`config.mk`:
```
export PLATFORM = sky130hd
export DESIGN_NAME = mem_access_stage
export DESIGN_NICKNAME = d
export VERILOG_FILES = /design/src/rtl/mem_access_stage_pkg.sv /design/src/rtl/mem_access_stage_mem_wb_reg.sv /design/src/rtl/mem_access_stage.sv
export SDC_FILE = /design/constraint.sdc
export NUM_CORES = 1
export LEC_CHECK = 0
export ABC_AREA = 0
export CORE_AREA = 2 2 77 79
export CTS_BUF_LIST = sky130_fd_sc_hd__clkbuf_16
export DETAILED_ROUTE_END_ITERATION = 6
export DIE_AREA = 0 0 79 81
export PLACE_DENSITY = 0.77
export SLEW_MARGIN = 20
export SYNTH_ARGS = -nofsm -noshare
export SYNTH_HDL_FRONTEND = slang
export SYNTH_SLANG_ARGS = --single-unit
```
`constraint.sdc`:
```
create_clock -name clk -period 1.71 [get_ports clk]
set_input_delay 0.342 -clock clk [delete_from_list [all_inputs] [get_ports clk]]
set_output_delay 0.342 -clock clk [all_outputs]
set_load 0.03 [all_outputs]
```
`src/rtl/mem_access_stage_pkg.sv`:
```
// mem_access_stage_pkg: shared widths, timeout limit and MEM-stage FSM state codes
package mem_access_stage_pkg;
  localparam int PKG_DSIZE = 16;
  localparam int PKG_ASIZE = 5;
  localparam int PKG_ISIZE = 16;
  localparam int PKG_MADDR = 8;
  localparam int TIMEOUT   = 15;
  typedef enum logic {MEM_IDLE = 1'b0, MEM_ACCESS = 1'b1} mem_state_t;
endpackage

```
`src/rtl/mem_access_stage_mem_wb_reg.sv`:
```
// mem_wb_reg: MEM/WB pipeline register (clk, rst, bubble; w_addr/wb_data/wen in -> registered outs), bubble inserts a zeroed no-op
module mem_wb_reg #(
  parameter int DSIZE = 16,
  parameter int ASIZE = 5
) (
  input  logic             clk,
  input  logic             rst,
  input  logic             bubble,
  input  logic [ASIZE-1:0] w_addr,
  input  logic [DSIZE-1:0] wb_data,
  input  logic             wen,
  output logic [ASIZE-1:0] w_addr_out,
  output logic [DSIZE-1:0] wb_data_out,
  output logic             wen_out
);
  always_ff @(posedge clk) begin
    w_addr_out  <= (rst || bubble) ? '0 : w_addr;
    wb_data_out <= (rst || bubble) ? '0 : wb_data;
    wen_out     <= (rst || bubble) ? 1'b0 : wen;
  end
endmodule

```
`src/rtl/mem_access_stage.sv`:
```
// mem_access_stage: MEM stage with req/ack data-memory handshake, upstream stall, write-back mux and MEM/WB register; ports: EXE/MEM inputs, dmem_* bus, stall_out, MEM/WB outputs, mem_err_out; MEM_TIMEOUT_EN enables the access timeout
module mem_access_stage
  import mem_access_stage_pkg::*;
#(
  parameter int DSIZE = PKG_DSIZE,
  parameter int ASIZE = PKG_ASIZE,
  parameter int ISIZE = PKG_ISIZE,
  parameter int MADDR = PKG_MADDR
) (
  input  logic             clk,
  input  logic             rst,
  input  logic [ASIZE-1:0] w_addr_in,
  input  logic [DSIZE-1:0] w_data_in,
  input  logic [DSIZE-1:0] Rdata2_in,
  input  logic             memWrite_in,
  input  logic             memRead_in,
  input  logic             memToReg_in,
  input  logic             wen_in,
  input  logic             jal_in,
  input  logic [ISIZE-1:0] PC_in,
  output logic             dmem_req,
  output logic             dmem_we,
  output logic [MADDR-1:0] dmem_addr,
  output logic [DSIZE-1:0] dmem_wdata,
  input  logic             dmem_ack,
  input  logic [DSIZE-1:0] dmem_rdata,
  output logic             stall_out,
  output logic [ASIZE-1:0] w_addr_out,
  output logic [DSIZE-1:0] wb_data_out,
  output logic             wen_out,
  output logic             mem_err_out
);
  mem_state_t state;
  logic mem_op, tmo, bubble;
  logic [DSIZE-1:0] wb_data;
  assign mem_op = memRead_in | memWrite_in;
`ifdef MEM_TIMEOUT_EN
  logic [3:0] cnt;
  logic err;
  always_ff @(posedge clk) begin
    cnt <= (rst || state == MEM_IDLE) ? 4'd0 : cnt + {3'd0, ~dmem_ack};
    err <= rst ? 1'b0 : err | tmo;
  end
  // an ack arriving on the final cycle completes normally instead of timing out
  assign tmo = (state == MEM_ACCESS) & ~dmem_ack & (cnt == 4'(TIMEOUT - 1));
  assign mem_err_out = err;
`else
  assign tmo = 1'b0;
  assign mem_err_out = 1'b0;
`endif
  assign stall_out = ~rst & (((state == MEM_IDLE) & mem_op) | ((state == MEM_ACCESS) & ~dmem_ack & ~tmo));
  // a timed-out access retires as a bubble so the dropped load/store never writes back
  assign bubble = stall_out | tmo;
  assign wb_data = jal_in ? DSIZE'(PC_in) : memToReg_in ? dmem_rdata : w_data_in;
  always_ff @(posedge clk)
    if (rst) begin
      state      <= MEM_IDLE;
      dmem_req   <= 1'b0;
      dmem_we    <= 1'b0;
      dmem_addr  <= '0;
      dmem_wdata <= '0;
    end else if (state == MEM_IDLE) begin
      if (mem_op) begin
        state      <= MEM_ACCESS;
        dmem_req   <= 1'b1;
        dmem_we    <= memWrite_in;
        dmem_addr  <= w_data_in[MADDR-1:0];
        dmem_wdata <= Rdata2_in;
      end
    end else if (dmem_ack || tmo) begin
      state    <= MEM_IDLE;
      dmem_req <= 1'b0;
    end
  mem_wb_reg #(.DSIZE(DSIZE), .ASIZE(ASIZE)) u_mem_wb (
    .clk(clk),
    .rst(rst),
    .bubble(bubble),
    .w_addr(w_addr_in),
    .wb_data(wb_data),
    .wen(wen_in),
    .w_addr_out(w_addr_out),
    .wb_data_out(wb_data_out),
    .wen_out(wen_out)
  );
endmodule

```
==> results.sh <==
export IMPL_areaGrowthSynthToFinish_pct=81.7
export IMPL_yosysWarnings=0
export IMPL_powerDensity_nw_per_um2=838
export IMPL_holdCritStartpoint="dmem_wdata[7]"
export IMPL_layout_commonest_cell="clkdlybuf4s50_1"
export IMPL_regToRegSetupSlack_ns=0.33
export IMPL_netSwitchingFraction_pct=25.9
export IMPL_comb_power_share_pct=24.8
export IMPL_cts_root_buf="clkbuf_16"
export IMPL_slew_violations=0
export IMPL_worstReg2RegEnd="u_mem_wb.w_addr_out[0]"
export IMPL_synth_top_area_share_pct=52.1
export IMPL_routedWlPerCell_um=12.9
export IMPL_crit_slowest_cell="clkdlybuf4s50_1"
export IMPL_nets=412
export IMPL_io_buffers=125
export IMPL_gp_congestion=0.683
export IMPL_antenna_left=0
export IMPL_cp_start_kind="register"
export IMPL_cts_tree="built"
export IMPL_vias_per_cell=4.45
export IMPL_htree_levels=2
export IMPL_timing_fmax_ghz=0.606
export IMPL_core_rowCount=28
export IMPL_grt_pass1_wl_um=8310
export IMPL_synth_nets=280
export IMPL_hold_viol=0
export IMPL_antenna_found_initial=0
export IMPL_sequentialPowerShare_pct=43.2
export IMPL_power_leakage_uw=0.00138
export IMPL_holdPathEnd="dmem_wdata[7]"
export IMPL_required_ns=1.37
export IMPL_crit_buf_inv=1
export IMPL_numCtsBuffers=5
export IMPL_dr_pass1_iters=2
export IMPL_drt_iter0_drc=36
export IMPL_post_dp_cell_area_um2=3290
export IMPL_drive_above_1_share_pct=12.8
export IMPL_r2r_start="state"
export IMPL_synth_ff_latch_count=49
export IMPL_start_util_pct=33.2
export IMPL_rr_worst_depth=4
export IMPL_fin_util_pct=60.3
export IMPL_post_cts_setup_buffers=0
export IMPL_clockPowerShare_pct=32.0
export IMPL_setup_viol=0
export IMPL_cts_buffer_depth=2
export IMPL_netlist_instances=203
export IMPL_crit_start="dmem_req"
export IMPL_clock_sinks=49
export IMPL_finalPower_uw=2870
export IMPL_vias=1828
export IMPL_cell_internal_pwr_uw=2130
export IMPL_crit_arrival_ns=1.31
export IMPL_grt_overflow=0
export IMPL_core_um2=5680
export IMPL_p_sw_uw=742
export IMPL_yosys_area_top_type="dfxtp_1"
export IMPL_drt_total_wl_um=5300
export IMPL_clk_latency_ns=0.28
export IMPL_die_h_um=81
export IMPL_maxCapViolCount=0
export IMPL_layout_common_cells="122 x clkdlybuf4s50_1, 49 x nand2_1, 49 x dfxtp_1, 26 x a21oi_1, 20 x nor2_1"
export IMPL_ios=127
export IMPL_path_class="reg -> out"
export IMPL_cp_cell_sequence="clkdlybuf4s50_1"
export IMPL_fin_crit_sh_pct=96.5
export IMPL_syn_area_um2=1880
export IMPL_avgSynthCellArea_um2=9.28
export IMPL_crit_path_end_kind="output port"
export IMPL_grt_max_degree=30
export IMPL_hold_depth=2
export IMPL_synthTopCellsByArea="dfxtp_1 52%, nand2_1 10%, mux2_2 9.6%"
export IMPL_fillers=537
export IMPL_cp_max_fo=2
export IMPL_crit_family="buffers and inverters"
export IMPL_dieArea_um2=6400
export IMPL_skew_ns=0.00376
export IMPL_outcome="completed"
export IMPL_antennaDiodeCount=0
export IMPL_hpwl_um=4050
export IMPL_hp_class="reg -> reg"
export IMPL_yosysSeqAreaShare_pct=52.1
export IMPL_cts_resized=9
export IMPL_max_vdd_ir_drop_uv=660
export IMPL_synth_cell_types=17
export IMPL_drcViolationCount=0
export IMPL_max_stage_delay_ns=0.70
export IMPL_hold_buffers=0
export IMPL_cts_clk_slew_worst_paths_ns=0.06
export IMPL_fin_area_um2=3420
export IMPL_period_needed_ns=1.65
export IMPL_die_w_um=79
export IMPL_grt_pass1_vias=1861
export IMPL_rsz0062_at_grt="false"
export IMPL_globalRouteTotalUtil_pct=16.7
## cell usage after synthesis
library cell,count
and2_1,6
buf_1,2
buf_4,1
clkbuf_1,1
buf_2,9
nand2_1,50
or3_4,1
a21o_4,1
a21oi_1,26
dfxtp_1,49
buf_6,1
mux2_2,16
conb_1,1
nor2_1,20
o21bai_1,1
mux2i_1,17
o21ba_2,1
## layout make-up
type / instances / area, µm² / area share, %
clock inverters: 3 / 13.8 / 0.402
flip-flops and latches: 49 / 981 / 28.6
well taps: 75 / 93.8 / 2.74
clock buffers: 5 / 125 / 3.65
repair buffers: 139 / 1380 / 40.2
multi-input cells: 140 / 835 / 24.4
## per-layer routing
layer	track usage [%]	wire length, µm	vias to the layer above
met5	0	0	-
met4	5.00	65	0
met3	6.56	438	6
met2	30.6	2610	69
met1	17.7	2180	827
li1	-	-	926
## flip-flops by register name, indices dropped and copies added (netlist names)
| signal | count |
|---|---|
| dmem_wdata | 16 |
| u_mem_wb.wb_data_out | 16 |
| dmem_addr | 8 |
| u_mem_wb.w_addr_out | 5 |
| dmem_req | 1 |
| dmem_we | 1 |
| state | 1 |
| u_mem_wb.wen_out | 1 |
## per-stage QoR
step,hold WS (ns),setup TNS (ns),setup slack (ns),cells
floorplan,0.464,0,0.209,203
finish,0.453,0,0.0590,411
detailed placement,0.447,-2.53,-0.516,403
global route,0.470,0,0.000797,411
global placement,0.442,-1.66,-0.487,403
CTS,0.455,0,0.0435,411
## power by group through the flow
stage | sequential (µW) | clock, µW | combinational [µW]
after detailed placement | 1260 | 0 | 717
final | 1240 | 919 | 712
after global routing | 1250 | 1010 | 762
after CTS | 1240 | 947 | 719
after floorplan | 1400 | 0 | 202
after global placement | 1260 | 0 | 709
## worst max path at each step
stage	end	slack, ns	cells after the start
floorplan	stall_out	0.21	3
finish	dmem_req	0.06	1
global placement	stall_out	-0.49	5
global route	dmem_addr[2]	0.0008	1
detailed placement	stall_out	-0.52	5
CTS	dmem_addr[4]	0.04	1
## worst register-to-register path: stages, from the launching register on
cell and delay [ns]:
dfxtp_1 0.32, or3_4 0.37, buf_4 0.15, a21oi_1 0.30, and2_1 0.18
## kinds of logic (layout without fill, tap and decap cells)
logic type	Yosys count	in the layout	share of synthesized area, %
flip-flops	49	49	52.1
AND/OR/NAND/NOR	77	77	16.5
multiplexers	33	33	18.6
AO/OA/AOI/OAI	29	29	8.63
buffers and inverters	14	147	3.98
other	1	1	0.199
No activity file was read; power rests on OpenSTA's default activity.
